--- src/rtl/sync_fifo.sv ---
// Single-clock FWFT stream FIFO: sync-read RAM, one prefetch stage (RAM read register)
// and a resettable output register, with occupancy flags and a sticky overflow flag.

module fifo_mem #(
    parameter int DataWidth = 8,
    parameter int Depth     = 16,
    parameter int AddrWidth = $clog2(Depth)
) (
    input  logic                 i_clk,
    input  logic                 i_we,
    input  logic [AddrWidth-1:0] i_waddr,
    input  logic [DataWidth-1:0] i_wdata,
    input  logic                 i_re,
    input  logic [AddrWidth-1:0] i_raddr,
    output logic [DataWidth-1:0] o_rdata
);
    logic [DataWidth-1:0] mem_q [Depth];
    logic [DataWidth-1:0] rdata_q;

    // NOTE: storage has no reset; valid tracking outside the RAM keeps stale words hidden.
    always_ff @(posedge i_clk) begin
        if (i_we) mem_q[i_waddr] <= i_wdata;
        // Write-first: reading the slot being written returns the new word.
        if (i_re) rdata_q <= (i_we && (i_waddr == i_raddr)) ? i_wdata : mem_q[i_raddr];
    end

    assign o_rdata = rdata_q;
endmodule

module sync_fifo #(
    parameter int   DataWidth        = 8,
    parameter int   Depth            = 16,
    parameter int   AlmostFullLevel  = Depth - 2,
    parameter int   AlmostEmptyLevel = 2,
    localparam int  CountWidth       = $clog2(Depth + 1)
) (
    input  logic                  i_clk,
    input  logic                  i_rst,
    input  logic                  i_flush,
    input  logic                  i_wr_valid,
    output logic                  o_wr_ready,
    input  logic [DataWidth-1:0]  i_wr_data,
    output logic                  o_rd_valid,
    input  logic                  i_rd_ready,
    output logic [DataWidth-1:0]  o_rd_data,
    output logic [CountWidth-1:0] o_count,
    output logic                  o_empty,
    output logic                  o_full,
    output logic                  o_almost_empty,
    output logic                  o_almost_full,
    output logic                  o_overflow
);
    localparam int AddrWidth = $clog2(Depth);
    localparam int PtrWidth  = AddrWidth + 1;

    logic [PtrWidth-1:0]   wr_ptr_q, wr_ptr_d, rd_ptr_q, rd_ptr_d;
    logic [CountWidth-1:0] count_q, count_d;
    logic                  pre_valid_q, pre_valid_d;
    logic                  rd_valid_q, rd_valid_d;
    logic [DataWidth-1:0]  rd_data_q, rd_data_d;
    logic                  overflow_q, overflow_d;
    logic [DataWidth-1:0]  ram_rdata;

    logic full, traffic_en, wr_accept, pop, load_out, ram_rd;

    assign full       = (count_q == CountWidth'(Depth));
    assign traffic_en = !i_rst && !i_flush;
    assign wr_accept  = traffic_en && i_wr_valid && !full;
    assign pop        = traffic_en && rd_valid_q && i_rd_ready;
    assign load_out   = traffic_en && pre_valid_q && (!rd_valid_q || pop);
    // Refill the prefetch stage when it frees up and RAM holds (or is receiving) a word.
    assign ram_rd     = traffic_en && (!pre_valid_q || load_out)
                        && ((wr_ptr_q != rd_ptr_q) || wr_accept);

    fifo_mem #(
        .DataWidth (DataWidth),
        .Depth     (Depth)
    ) u_mem (
        .i_clk   (i_clk),
        .i_we    (wr_accept),
        .i_waddr (wr_ptr_q[AddrWidth-1:0]),
        .i_wdata (i_wr_data),
        .i_re    (ram_rd),
        .i_raddr (rd_ptr_q[AddrWidth-1:0]),
        .o_rdata (ram_rdata)
    );

    // NOTE: every next-state signal gets a default first, so no latch can be inferred.
    always_comb begin
        wr_ptr_d    = wr_ptr_q;
        rd_ptr_d    = rd_ptr_q;
        count_d     = count_q;
        pre_valid_d = pre_valid_q;
        rd_valid_d  = rd_valid_q;
        rd_data_d   = rd_data_q;
        overflow_d  = overflow_q;

        if (i_flush) begin
            wr_ptr_d    = '0;
            rd_ptr_d    = '0;
            count_d     = '0;
            pre_valid_d = 1'b0;
            rd_valid_d  = 1'b0;
            overflow_d  = 1'b0;
        end else begin
            if (i_wr_valid && full) overflow_d = 1'b1;
            if (wr_accept) wr_ptr_d = wr_ptr_q + PtrWidth'(1);
            if (ram_rd) rd_ptr_d = rd_ptr_q + PtrWidth'(1);

            if (load_out) begin
                rd_valid_d = 1'b1;
                rd_data_d  = ram_rdata;
            end else if (pop) begin
                rd_valid_d = 1'b0;
            end

            if (ram_rd) pre_valid_d = 1'b1;
            else if (load_out) pre_valid_d = 1'b0;

            case ({wr_accept, pop})
                2'b10:   count_d = count_q + CountWidth'(1);
                2'b01:   count_d = count_q - CountWidth'(1);
                default: count_d = count_q;
            endcase
        end
    end

    always_ff @(posedge i_clk) begin
        if (i_rst) begin
            wr_ptr_q    <= '0;
            rd_ptr_q    <= '0;
            count_q     <= '0;
            pre_valid_q <= 1'b0;
            rd_valid_q  <= 1'b0;
            rd_data_q   <= '0;
            overflow_q  <= 1'b0;
        end else begin
            wr_ptr_q    <= wr_ptr_d;
            rd_ptr_q    <= rd_ptr_d;
            count_q     <= count_d;
            pre_valid_q <= pre_valid_d;
            rd_valid_q  <= rd_valid_d;
            rd_data_q   <= rd_data_d;
            overflow_q  <= overflow_d;
        end
    end

    assign o_wr_ready     = !full;
    assign o_rd_valid     = rd_valid_q;
    assign o_rd_data      = rd_data_q;
    assign o_count        = count_q;
    assign o_empty        = (count_q == '0);
    assign o_full         = full;
    assign o_almost_full  = (count_q >= CountWidth'(AlmostFullLevel));
    assign o_almost_empty = (count_q <= CountWidth'(AlmostEmptyLevel));
    assign o_overflow     = overflow_q;
endmodule

--- config.mk ---
export PLATFORM = sky130hd
export DESIGN_NAME = sync_fifo
export DESIGN_NICKNAME = d
export VERILOG_FILES = /design/src/rtl/sync_fifo.sv
export SDC_FILE = /design/constraint.sdc
export NUM_CORES = 1
export LEC_CHECK = 0
export BUFFER_PORTS_ARGS = -buffer_cell sky130_fd_sc_hd__buf_4
export CORE_UTILIZATION = 50
export CTS_BUF_LIST = sky130_fd_sc_hd__clkbuf_8
export DETAILED_ROUTE_END_ITERATION = 10
export PLACE_DENSITY_LB_ADDON = 0.15
export SYNTH_ARGS = -nofsm -noshare
export SYNTH_HDL_FRONTEND = slang
export SYNTH_SLANG_ARGS = --single-unit
--- constraint.sdc ---
create_clock -name i_clk -period 3.73 [get_ports i_clk]
set_input_delay 0.373 -clock i_clk [delete_from_list [all_inputs] [get_ports i_clk]]
set_output_delay 0.373 -clock i_clk [all_outputs]
set_load 0.02 [all_outputs]
# After elaboration in Yosys (flattened, before gate mapping)
# Memory sizes are Yosys's and may differ from the RTL's. A register that Yosys moved wholly into a read port is not among the register bits.
# Index checks and enable logic that the tools add are counted.
[word_totals]
regBits = 26
ram_bits = 128
input_bits = 13
out_inout_bits = 20
word_cells = 50
memories = 1
[classes]
add_sub_neg = 4
order_cmp = 2
eq_ne = 4
n_mux = 7
n_bitwise = 1
n_reduce_logical = 24
[mem_list]
columns = ["name", "words", "width", "rd", "rd_ports_with_merged_regs", "wr", "line", "text"]
rows = [
  ["u_mem.mem_q", 16, 8, 1, 1, 1, "17", "logic [DataWidth-1:0] mem_q [Depth];"],
]
[op_table]
columns = ["cell", "n"]
rows = [
  ["$add 5x1->5 const B", 3],
  ["$logic_and 1x1->1", 10],
  ["$pmux 5 s2", 1],
  ["$mux 1", 6],
  ["$reduce_bool 2->1", 3],
  ["$eq 5x5->1 const B", 1],
  ["$ge 5x4->1 const B", 1],
  ["$le 5x2->1 const B", 1],
  ["$logic_not 1->1", 5],
  ["$logic_not 5->1", 1],
  ["$ne 5x5->1", 1],
  ["$sub 5x1->5 const B", 1],
  ["$logic_or 1x1->1", 3],
  ["$eq 2x1->1 const B", 1],
  ["$eq 2x2->1 const B", 1],
  ["$reduce_and 2->1", 1],
  ["$reduce_or 2->1", 1],
  ["$not 1->1", 1],
]

# Depth between registers and ports, before layout
# Gate-level depths: netlist (run 1).
[logic_depth]
word_depth = 10
mapped_depth = 12
depth_no_buf = 11

# Hierarchy
# Synthesis (run 1) repeated with hierarchy kept, for this count alone.
[unflattened]
cells_unflattened = 388
hier_area_um2 = 6801.5
[by_module_without_submodules]
columns = ["module", "n_inst", "cells_per_inst", "area_per_inst_um2"]
rows = [
  ["fifo_mem", 1, 242, 5480.3],
  ["sync_fifo", 1, 146, 1321.3],
]

# Worst setup path before layout (run 1)
# No wires, ideal clock.
[synth_path]
path_kind = "reg2reg"
startpoint = "reg count_q[0] (netlist: o_count[0])"
endpoint = "reg count_q[4] (netlist: o_count[4])"
setup_ps = 70
arrival_time_ps = 2799
t_required_ps = 3660
setup_slack_ps = 861
stages_incl_launch_ff = 12
cell_sequence = "dfxtp_1 > or4_4 > o211a_4 > inv_1 > ha_1 > xor2_1 > ha_1 > a211o_1 > a21oi_1 > a221oi_1 > or3_1 > a21oi_1"
[synth_via]
elab_chain_len = 5
elab_cells_between_ends = 9
cone_classes = "add/sub: 2; eq/ne: 3; mux: 1; reduce/logical: 3"
[synth_lines]
columns = ["item", "line", "text"]
rows = [
  ["start, declared", "57", "logic [CountWidth-1:0] count_q, count_d;"],
  ["start signal, assigned", "140", "count_q <= count_d;"],
  ["$eq 5x5->1", "66", "assign full = (count_q == CountWidth'(Depth));"],
  ["$logic_not 1->1", "68", "assign wr_accept = traffic_en && i_wr_valid && !full;"],
  ["$logic_and 1x1->1", "68", ""],
  ["$eq 2x1->1 or $eq 2x2->1 (tied branches)", "120", "case ({wr_accept, pop})"],
  ["$pmux 5 s2 or $reduce_bool 2->1 (tied branches)", "n/a", ""],
]
# Several ways; a longest one is shown, not always the timed one.
# A chain may end at the register's enable or synchronous reset.

# Worst setup path after layout (run 1)
[layout_path]
startpoint = "reg count_q[1] (netlist: o_count[1])"
endpoint = "reg count_q[4] (netlist: o_count[4])"
# The elaborated chain is that of the path after synthesis.

==> Implementation_results.wiki, run 1 <==
{| class="wikitable"
! Metric !! Value
|-
| # H-tree levels || 4
|-
| DRC violation count after routing || 0
|-
| Type of the worst min-delay path || input pin to flip-flop
|-
| Routed via count divided by cell count || 5.59
|-
| Final worst slack || 0.676 ns
|-
| FF+latch count, synth || 162
|-
| Number of buffers added by the clock tree synthesis step || 17
|-
| Buffer cell driving the clock tree root || sky130_fd_sc_hd__clkbuf_8
|-
| Ratio of final minimum period to clock period || 0.819
|-
| Arr. time, crit path || 3.44 ns
|-
| CTS sink cnt || 162
|-
| Min Hold Slack || 0.154 ns
|-
| Final-layout setup total negative slack || 0 ns
|-
| Count of synthesis-stage warnings from yosys || 0
|-
| Post-place instance area || about 7100 um^2
|-
| Crit path required time || 4.11 ns
|-
| Design Area, Final || 7540 um^2
|-
| Largest net degree at the start of global routing || 32
|-
| CP endpoint kind || flip-flop
|-
| Max Slew Vio Count || 0
|-
| Final hold vios || 0
|-
| Type of the worst setup path || flip-flop to flip-flop
|-
| Cell Count, Final, Fillers Out || ~640
|-
| Number of antenna violations at the first check in global routing || 0
|-
| Fmax achieved || between 300 and 400 MHz
|-
| Die Width || 118 um
|-
| Slowest cell on crit path || sky130_fd_sc_hd__or4_4
|-
| Share of Yosys cell area claimed by the top area cell type || 0.610
|-
| CP peak stage delay || 0.60 ns
|-
| Final HPWL from detailed placement || 8.15 mm
|-
| Dominant combinational cell family by area after synthesis || multiplexers
|-
| Clock Skew || 0.00953 ns
|-
| Maxcap violations || 0
|-
| I/O pins || 33
|-
| Floorplan Core Area || 12800 um^2
|-
| Cell class contributing the biggest share of worst-path delay || simple AND/OR/NAND/NOR gates
|-
| Worst-case clock buffer depth || 2
|-
| Share of layout cells above drive strength 1 || 0.248
|-
| Final core utilization || 0.588
|-
| Buffers & Inverters on Critical Path || 1
|-
| Xor and xnor fraction of the mapped netlist area || 0.0183
|-
| First-pass DRT Iterations || 5
|-
| Final weighted congestion in routability-driven placement || 0.780
|-
| Floorplan row count || roughly 40
|-
| Most frequent standard cell in the layout excluding fill and tap cells || sky130_fd_sc_hd__edfxtp_1
|-
| Antenna Diode Count || 0
|-
| Synth-to-Final Area Change || 12.5%
|-
| Total instance count after detailed placement || just over 600
|-
| Clock-pin slew of the registers on the worst-case setup and hold paths || 0.08 ns
|-
| Average instance area after synthesis || 15.9 um^2
|-
| Adder-cell share of the synthesized area || 0.0168
|-
| Hold bufs inserted after CTS || 0
|-
| Number of nets at the end of the flow || 480
|-
| CTS tree || yes
|-
| Most area-consuming cells after synthesis || sky130_fd_sc_hd__edfxtp_1 (61%), sky130_fd_sc_hd__mux4_2 (8.1%), sky130_fd_sc_hd__dfxtp_1 (7.8%)
|-
| Count of flip-flops with a built-in enable after synthesis || between 100 and 150
|-
| IO Port Bufs || 32
|-
| Total design power || roughly 3.5 mW
|-
| Total number of vias || 3595
|-
| CP startpoint kind || flip-flop
|-
| Async SR Flop Fraction || 0
|-
| Post-detailed-route wirelength per cell || 19.7 um
|-
| Peak VDD IR || 0.000243 V
|-
| Time the worst path needs with I/O delays and setup || 3.05 ns
|-
| Highest-count cells in the layout ignoring fill and taps || sky130_fd_sc_hd__edfxtp_1 (136), sky130_fd_sc_hd__nor2_1 (49), sky130_fd_sc_hd__buf_4 (40), sky130_fd_sc_hd__mux2i_1 (29), sky130_fd_sc_hd__a21oi_1 (29)
|-
| Worst-path cell chain || or4_4, o211a_4, inv_1, ha_1, xor2_1, ha_1, a211o_1, a21oi_1, a221oi_1, or3_1, a21oi_1
|-
| Outcome || complete, no violations
|-
| Die area || 13900 um^2
|-
| RSZ-0062 raised after global routing || false
|-
| First-pass GRT wire length || between 15 and 20 mm
|-
| Compound-gate portion of the synthesized area || 0.0545
|-
| Number of resized instances in the post-cts repair step || 0
|-
| Detailed Route Iter0 Violations || 286
|-
| DRT antenna net count || 0
|-
| Pwr/cell area || 460 nW/um^2
|-
| Worst-skew pair later-pin latency || 0.45 ns
|-
| Number of setup buffers added after CTS || 0
|-
| Initial cell density of the core || 0.522
|-
| Biggest area consumer among synthesized cells || sky130_fd_sc_hd__edfxtp_1
|-
| Synthesized area || 6700 um^2
|-
| Number of different library cells in the post-synthesis netlist || 46
|-
| Mux share of post-synthesis cell area || 0.137
|-
| Number of nets in the synthesized netlist || 442
|-
| Via count of the first global-routing pass || roughly 3600
|-
| Portion of the post-synthesis area used by sequential elements || 0.687
|-
| Leakage power total || approximately 2.6 nW
|-
| Main synth FF type || sky130_fd_sc_hd__edfxtp_1
|-
| Post-place setup slack || between 0.7 and 0.8 ns
|-
| Die Y-Extent || 118 um
|-
| Synth Instances || 420
|-
| Detailed Route WL || 12.7 mm
|-
| Post-Synth Simple-Gate Area || 0.0628
|-
| Max-Slew Margin vs Limit || 0.454
|-
| Critical path fanouts, max || 12
|-
| Worst slew pin tran || 0.815 ns
|-
| Overall routing resource usage || 0.199
|-
| Total overflow reported by the global router || 0
|-
| Setup-failing EPs final || 0
|}
[final timing paths]
check         startpoint      endpoint  slack (ns)  depth (start not counted)
max           o_count[1]    o_count[4]        0.68                         11
min                i_rst  o_rd_data[7]        0.15                          2
max reg2reg   o_count[1]    o_count[4]        0.68                         11
min reg2reg  pre_valid_q    o_rd_valid        0.47                          2
[metal layers]
metal  vias up  share of wire  global-route usage
li1       1682              -                   -
met3        13          0.052              0.0543
met1      1815           0.45               0.270
met4         0          0.013              0.0745
met2        85           0.49               0.306
met5         -              0                   0
[cell usage after synthesis, drive strengths merged (2+ instances only)]
library cell	instances
nand3	4
inv	9
o22ai	9
clkbuf	8
ha	9
or3	2
a21oi	31
nand2b	6
nor4	2
dfxtp	26
nor3	4
nor2	52
buf	13
mux2	8
mux2i	29
mux4	24
xor2	7
nand2	13
xnor2	7
nand4	2
o21ai	3
edfxtp	136
[state kept, by name (all words and copies together), names as in the netlist, 5 cells and up]
register and cells:
u_mem.o_rdata 8, o_rd_data 8, rd_ptr_q 5, wr_ptr_q 5
u_mem.mem_q 128, o_count 5
[power breakdown]
| group | switching [mW] | total, mW | internal [mW] |
|---|---|---|---|
| Clock | 0.612 | 1.38 | 0.767 |
| Sequential | 0.00587 | 1.97 | 1.97 |
| Combinational | 0.0747 | 0.116 | 0.0411 |
[cells by family after synthesis]
kind of cell	Yosys count
and+or+nand+nor	89
adders and majority gates	9
DFF	162
AOI/OAI and AO/OA	55
xor gates and xnor gates	14
muxes	61
buffers and inverters	30
[layout make-up]
cell class	count	area, um^2
fill	1035	5290
clock buffer	23	317
clock inverter	9	124
inverter	9	33.8
sequential	162	4610
timing repair buffer	40	300
multi-input combinational	228	1940
tap	172	215
Note: power is estimated with default switching activity, not from simulation.
==> inputs of run 2 (changes only) <==
- clock period: 3.73 -> 2.6 ns (I/O delays scaled with it)
==> Implementation_results.wiki, run 2 (synthesis results as in run 1) <==
{| class="wikitable"
! Metric !! Value
|-
| Global-route track usage on met2 || 0.313 (+0.00735)
|-
| Worst R2R Start || o_count[2]
|-
| Number of antenna violations at the first check in global routing || 0 (unchanged)
|-
| Fmax achieved || 380 MHz (+16%)
|-
| Routed via count divided by cell count || 5.59 (about the same)
|-
| CP startpoint kind || flip-flop
|-
| Leakage power total || 2.63 nW (+2.4%)
|-
| GRT met1 Usage || 0.282 (+0.0115)
|-
| Highest-count cells in the layout ignoring fill and taps || sky130_fd_sc_hd__edfxtp_1 (136), sky130_fd_sc_hd__buf_4 (53), sky130_fd_sc_hd__nor2_1 (48), sky130_fd_sc_hd__mux2i_1 (29), sky130_fd_sc_hd__a21oi_1 (28)
|-
| Setup-failing EPs final || 1 (+1)
|-
| Most frequent standard cell in the layout excluding fill and tap cells || sky130_fd_sc_hd__edfxtp_1
|-
| IO Port Bufs || 32 (unchanged)
|-
| RSZ-0062 raised after global routing || true
|-
| Number of cells on the worst reg-to-reg path || 11 (unchanged)
|-
| CTS sink cnt || 162 (unchanged)
|-
| DRT antenna net count || 0 (unchanged)
|-
| Most used routing layer || met2
|-
| Total overflow reported by the global router || 0 (unchanged)
|-
| Final-layout fill cell count || 1000 (-3.4%)
|-
| Reg2Reg Setup Slack || -0.03 ns (-0.71 ns)
|-
| Final hold vios || 0 (unchanged)
|-
| Worst slew pin tran || 0.957 ns (+0.141 ns)
|-
| Floorplan row count || 41 (unchanged)
|-
| Total number of vias || 3677 (+2.3%)
|-
| Type of the worst setup path || flip-flop to flip-flop
|-
| Outcome || finished with violations
|-
| Clock-pin slew of the registers on the worst-case setup and hold paths || 0.08 ns (about the same)
|-
| Antenna Diode Count || 0 (unchanged)
|-
| Total instance count after detailed placement || 626 (+2.5%)
|-
| Most flop-heavy register || u_mem.mem_q
|-
| Pwr/cell area || 642 nW/um^2 (+40%)
|-
| Overall routing resource usage || 0.204 (+0.00576)
|-
| Cell Count, Final, Fillers Out || 658 (+2.3%)
|-
| Detailed Route WL || 13.0 mm (+2.3%)
|-
| Hold bufs inserted after CTS || 0 (unchanged)
|-
| Type of the worst min-delay path || input pin to flip-flop
|-
| Synth-to-Final Area Change || 15.0%
|-
| CTS tree || yes
|-
| Max-Slew Margin vs Limit || 0.360 (-0.0946)
|-
| Maxcap violations || 0 (unchanged)
|-
| Detailed Route Iter0 Violations || 267 (-6.6%)
|-
| Buffer cell driving the clock tree root || sky130_fd_sc_hd__clkbuf_8
|-
| Endpoint of the worst-slack reg-to-reg timing path || o_count[4]
|-
| Die Width || 118 um (unchanged)
|-
| Time the worst path needs with I/O delays and setup || 2.63 ns (-0.422 ns)
|-
| Worst-case clock buffer depth || 2 (unchanged)
|-
| Number of nets at the end of the flow || 495 (+3.1%)
|-
| # H-tree levels || 4 (unchanged)
|-
| Violations in the final reports || setup timing
|-
| Share of layout cells above drive strength 1 || 0.290 (+0.0417)
|-
| Met3 routing resource usage after global routing || 0.0455 (-0.00872)
|-
| Critical path launch point || o_count[2]
|-
| DRC violation count after routing || 0 (unchanged)
|-
| Die area || 13900 um^2 (unchanged)
|-
| Ratio of final minimum period to clock period || 1.01 (+0.194)
|-
| Peak VDD IR || 0.000321 V (+32%)
|-
| Crit path required time || 2.99 ns (-1.12 ns)
|-
| Floorplan Core Area || 12800 um^2 (unchanged)
|-
| Critical path fanouts, max || 7 (-5)
|-
| First-pass DRT Iterations || 4 (-1)
|-
| Via count of the first global-routing pass || 3713 (+3.7%)
|-
| First-pass GRT wire length || 20.8 mm (+3.9%)
|-
| Max Slew Vio Count || 0 (unchanged)
|-
| Total design power || 4.94 mW (+43%)
|-
| Final weighted congestion in routability-driven placement || 0.763 (-2.2%)
|-
| Initial cell density of the core || 0.522 (unchanged)
|-
| Worst-skew pair later-pin latency || 0.45 ns (about the same)
|-
| CP endpoint kind || flip-flop
|-
| Max reg flops || 128 (unchanged)
|-
| Final HPWL from detailed placement || 8.29 mm (+1.7%)
|-
| I/O pins || 33 (unchanged)
|-
| Clock Skew || 0.00706 ns (-0.00247 ns)
|-
| Arr. time, crit path || 3.02 ns (-0.42 ns)
|-
| Largest net degree at the start of global routing || 32 (unchanged)
|-
| Final worst slack || -0.0326 ns (-0.708 ns)
|-
| Number of buffers added by the clock tree synthesis step || 17 (unchanged)
|-
| Post-detailed-route wirelength per cell || 19.7 um (about the same)
|-
| Die Y-Extent || 118 um (unchanged)
|-
| Critical Path Sink || o_count[4]
|}
==> run 2: cell types whose count changed in the layout (fill, tap and decap cells not counted), moves of 2 or more <==
cell,before,now
sky130_fd_sc_hd__clkinvlp_4,0,3
sky130_fd_sc_hd__buf_12,0,2
sky130_fd_sc_hd__clkinv_1,0,2
sky130_fd_sc_hd__ha_1,9,7
sky130_fd_sc_hd__dfxtp_1,25,22
sky130_fd_sc_hd__buf_4,40,53
sky130_fd_sc_hd__inv_1,10,8
sky130_fd_sc_hd__dfxtp_2,1,4
sky130_fd_sc_hd__clkbuf_8,23,17
==> run 2: metal layers <==
layer  share of wire  up-vias
met2            0.47      110
met1            0.45     1838
li1                -     1709
met3           0.054       20
met5               0        -
met4           0.023        0
==> run 2: stage by stage <==
step | utilization | TNS [ns] | area [um^2] | hold slack (ns) | setup WS (ns)
2_1_floorplan | - | -0.0346 | 6720 | 0.359 | -0.0346
3_5_place_dp | 0.566 | -0.0493 | 7260 | 0.457 | -0.0493
6_report | 0.600 | -0.0326 | 7700 | 0.0459 | -0.0326
5_1_grt | 0.600 | -0.157 | 7700 | 0.0338 | -0.157
4_1_cts | 0.600 | 0 | 7700 | 0.0206 | 0.00201
3_3_place_gp | 0.566 | 0 | 7260 | 0.449 | 0.0660
==> run 2: timing repair <==
action,in CTS,in global routing
resized for setup,3,1
setup buffers,0,0
pin swaps,1,0
setup endpoints to repair,1,1
gates cloned,0,0
==> run 2: area by class of cell <==
cell class / instances / area (um^2) / area share
flip-flops and latches: 162 / 4610 / 0.599
repair buffers: 55 / 438 / 0.0569
inverters: 9 / 36.3 / 0.00471
clock inverters: 15 / 190 / 0.0247
multi-input cells: 228 / 1980 / 0.257
well taps: 172 / 215 / 0.0279
clock buffers: 17 / 234 / 0.0304
==> run 2: worst max-delay path, stage by stage, from the launching register on <==
cell,delay [ns]
sky130_fd_sc_hd__dfxtp_2,0.33
sky130_fd_sc_hd__or4_4,0.54
sky130_fd_sc_hd__o211a_4,0.28
sky130_fd_sc_hd__inv_4,0.06
sky130_fd_sc_hd__ha_4,0.13
sky130_fd_sc_hd__buf_4,0.14
sky130_fd_sc_hd__ha_1,0.16
sky130_fd_sc_hd__inv_1,0.09
sky130_fd_sc_hd__o32ai_2,0.31
sky130_fd_sc_hd__a221oi_2,0.10
sky130_fd_sc_hd__or3_1,0.31
sky130_fd_sc_hd__a21oi_1,0.13
==> run 2: how the worst min path moves through the flow <==
stage | startpoint | endpoint | slack, ns | cells after the start
5_1_grt | i_rst | o_rd_data[1] | 0.03 | 2
3_3_place_gp | pre_valid_q | o_rd_valid | 0.45 | 2
6_report | i_rst | o_rd_data[1] | 0.05 | 2
4_1_cts | i_rst | o_rd_data[1] | 0.02 | 2
3_5_place_dp | pre_valid_q | o_rd_valid | 0.46 | 2
2_1_floorplan | i_wr_data[0] | u_mem.mem_q[0][0] | 0.36 | 0
==> run 2: power breakdown <==
group | switching (mW) | total [mW] | internal (mW)
clock | 0.900 | 1.94 | 1.04
sequential | 0.00686 | 2.83 | 2.82
combinational | 0.112 | 0.176 | 0.0648
==> inputs of run 3 (changes only) <==
- CORE_UTILIZATION: 50 -> 29
- clock period: 2.6 -> 2.55 ns (I/O delays scaled with it)
==> Implementation_results.wiki, run 3 (synthesis results as in run 1) <==
{| class="wikitable"
! Metric !! Value
|-
| Time the worst path needs with I/O delays and setup || 2.58 ns (-0.0568 ns)
|-
| Via count of the first global-routing pass || 3729 (+0.43%)
|-
| Buffers & Inverters on Critical Path || 1 (-2)
|-
| DRC violation count after routing || 0 (unchanged)
|-
| Final core utilization || 0.344 (-0.257)
|-
| Floorplan row count || 55 (+34%)
|-
| Worst R2R Start || o_count[2]
|-
| Number of buffers added by the clock tree synthesis step || 17 (unchanged)
|-
| Pwr/cell area || 617 nW/um^2 (-4.0%)
|-
| Type of the worst setup path || flip-flop to flip-flop
|-
| Hold bufs inserted after CTS || 0 (unchanged)
|-
| Initial cell density of the core || 0.296 (-0.226)
|-
| Ratio of final minimum period to clock period || 1.01 (-0.00242)
|-
| Type of the worst min-delay path || input pin to flip-flop
|-
| Worst-case clock buffer depth || 2 (unchanged)
|-
| Post-detailed-route wirelength per cell || 19.0 um (-3.8%)
|-
| Synth-to-Final Area Change || 16.2%
|-
| Final worst slack || -0.0258 ns (+0.00680 ns)
|-
| Total overflow reported by the global router || 0 (unchanged)
|-
| Buffer cell driving the clock tree root || sky130_fd_sc_hd__clkbuf_8
|-
| Most flop-heavy register || u_mem.mem_q
|-
| Worst slew pin tran || 0.988 ns (+0.0317 ns)
|-
| Worst-skew pair later-pin latency || 0.45 ns (about the same)
|-
| Slowest cell on crit path || sky130_fd_sc_hd__or4_4
|-
| Critical path fanouts, max || 3 (-4)
|-
| Min Hold Slack || 0.107 ns (+0.0610 ns)
|-
| Most frequent standard cell in the layout excluding fill and tap cells || sky130_fd_sc_hd__edfxtp_1
|-
| Leakage power total || 2.62 nW (-0.52%)
|-
| Outcome || finished with violations
|-
| I/O pins || 33 (unchanged)
|-
| CTS tree || yes
|-
| Floorplan Core Area || 22600 um^2 (+77%)
|-
| Violations in the final reports || setup timing
|-
| Max Slew Vio Count || 0 (unchanged)
|-
| Peak VDD IR || 0.000375 V (+17%)
|-
| Total instance count after detailed placement || 739 (+18%)
|-
| WHS Path Cells || 3 (+1)
|-
| Number of antenna violations at the first check in global routing || 0 (unchanged)
|-
| RSZ-0062 raised after global routing || true
|-
| Routed via count divided by cell count || 4.69 (-16%)
|-
| CP startpoint kind || flip-flop
|-
| Crit path required time || 2.94 ns (-0.05 ns)
|-
| Detailed Route WL || 14.6 mm (+13%)
|-
| Max reg flops || 128 (unchanged)
|-
| Max-Slew Margin vs Limit || 0.339 (-0.0212)
|-
| Number of nets at the end of the flow || 495 (unchanged)
|-
| IO Port Bufs || 32 (unchanged)
|-
| Arr. time, crit path || 2.96 ns (-0.06 ns)
|-
| Final weighted congestion in routability-driven placement || 0.765 (+0.25%)
|-
| Setup-failing EPs final || 1 (unchanged)
|-
| Clock Skew || 0.0140 ns (+0.00691 ns)
|-
| Endpoint of the worst-slack reg-to-reg timing path || o_count[4]
|-
| Overall routing resource usage || 0.131 (-0.0733)
|-
| DRT antenna net count || 0 (unchanged)
|-
| Detailed Route Iter0 Violations || 268 (+0.37%)
|-
| Clock-pin slew of the registers on the worst-case setup and hold paths || 0.09 ns (about the same)
|-
| Fmax achieved || 388 MHz (+2.2%)
|-
| Cell Count, Final, Fillers Out || 771 (+17%)
|-
| CP peak stage delay || 0.53 ns (about the same)
|-
| Highest-count cells in the layout ignoring fill and taps || sky130_fd_sc_hd__edfxtp_1 (136), sky130_fd_sc_hd__buf_4 (53), sky130_fd_sc_hd__nor2_1 (48), sky130_fd_sc_hd__mux2i_1 (29), sky130_fd_sc_hd__a21oi_1 (28)
|-
| Antenna Diode Count || 0 (unchanged)
|-
| Cell class contributing the biggest share of worst-path delay || compound AO/OA/AOI/OAI gates
|-
| Share of layout cells above drive strength 1 || 0.294 (+0.00412)
|-
| First-pass GRT wire length || 22.4 mm (+8.0%)
|-
| Die area || 23700 um^2 (+71%)
|-
| Total number of vias || 3618 (-1.6%)
|-
| Reg2Reg Setup Slack || -0.03 ns (about the same)
|-
| CP endpoint kind || flip-flop
|-
| Final-layout setup total negative slack || -0.0258 ns (+0.00680 ns)
|-
| Number of cells on the worst reg-to-reg path || 11 (unchanged)
|-
| Worst-path cell chain || or4_4, o211a_4, inv_4, ha_4, xor2_2, ha_2, a211o_1, a21oi_2, a221oi_2, or3_1, a21oi_1
|-
| Endpoint with the worst hold slack || o_overflow
|-
| Largest net degree at the start of global routing || 21 (-34%)
|-
| Worst hold path startpoint || i_wr_valid
|-
| CTS sink cnt || 162 (unchanged)
|-
| # H-tree levels || 4 (unchanged)
|-
| Final hold vios || 0 (unchanged)
|-
| Final HPWL from detailed placement || 9.61 mm (+16%)
|-
| Die Y-Extent || 154 um (+31%)
|-
| First-pass DRT Iterations || 6 (+2)
|-
| Maxcap violations || 0 (unchanged)
|-
| Die Width || 154 um (+31%)
|}
[run 3: changes by cell type in the layout (fill, tap and decap cells not counted), moves of 3 or more]
| cell | change |
|---|---|
| sky130_fd_sc_hd__clkinv_2 | -4 |
| sky130_fd_sc_hd__bufinv_16 | -4 |
| sky130_fd_sc_hd__clkinvlp_4 | -3 |
| sky130_fd_sc_hd__inv_4 | +4 |
| sky130_fd_sc_hd__inv_6 | +4 |
[run 3: per-layer routing]
metal,wire (um),track usage
met1,6880,0.178
met2,6910,0.208
met3,684,0.0310
met4,150,0.0381
met5,0,0
[run 3: repair_timing]
| item | CTS | global route |
|---|---|---|
| resized for setup | 0 | 5 |
| pin swaps | 2 | 3 |
| endpoints found under the hold margin | 0 | 0 |
| buffers inserted | 0 | 0 |
| endpoints found under the setup margin | 1 | 2 |
[run 3: final cells by class]
| cell class | count | area (um^2) |
|---|---|---|
| fillers | 2153 | 14900 |
| flip-flops and latches | 162 | 4610 |
| multi-input cells | 228 | 1980 |
| repair buffers | 55 | 438 |
| well taps | 285 | 357 |
| clock buffers | 17 | 234 |
| clock inverters | 15 | 124 |
| inverters | 9 | 36.3 |
[run 3: metrics by stage]
step / area (um^2) / total power [mW] / setup slack [ns]
4_1_cts: 7750 / 4.87 / -0.105
2_1_floorplan: 6720 / 3.04 / -0.0846
5_1_grt: 7780 / 4.97 / -0.148
3_5_place_dp: 7400 / 3.13 / -0.0753
3_3_place_gp: 7400 / 3.13 / -0.00810
6_report: 7780 / 4.80 / -0.0258
[run 3: power by group]
group          internal, mW  switching [mW]
sequential             2.88         0.00771
combinational        0.0663           0.115
clock                 0.707            1.02
total                  3.65            1.15
[run 3: tightest hold or removal path, stage by stage]
cell	delay (ns)
sky130_fd_sc_hd__buf_4	0.13
sky130_fd_sc_hd__a21oi_1	0.07
sky130_fd_sc_hd__nor2_1	0.07
[run 3: worst max-delay path by stage]
stage / from / end / slack (ns) / depth (start not counted)
detailed placement: o_count[2] / o_count[4] / -0.08 / 11
finish: o_count[2] / o_count[4] / -0.03 / 11
CTS: o_count[2] / o_count[4] / -0.11 / 11
floorplan: o_count[2] / o_count[4] / -0.08 / 11
global route: o_count[2] / o_count[4] / -0.15 / 11
global placement: o_count[2] / o_count[4] / -0.008 / 11
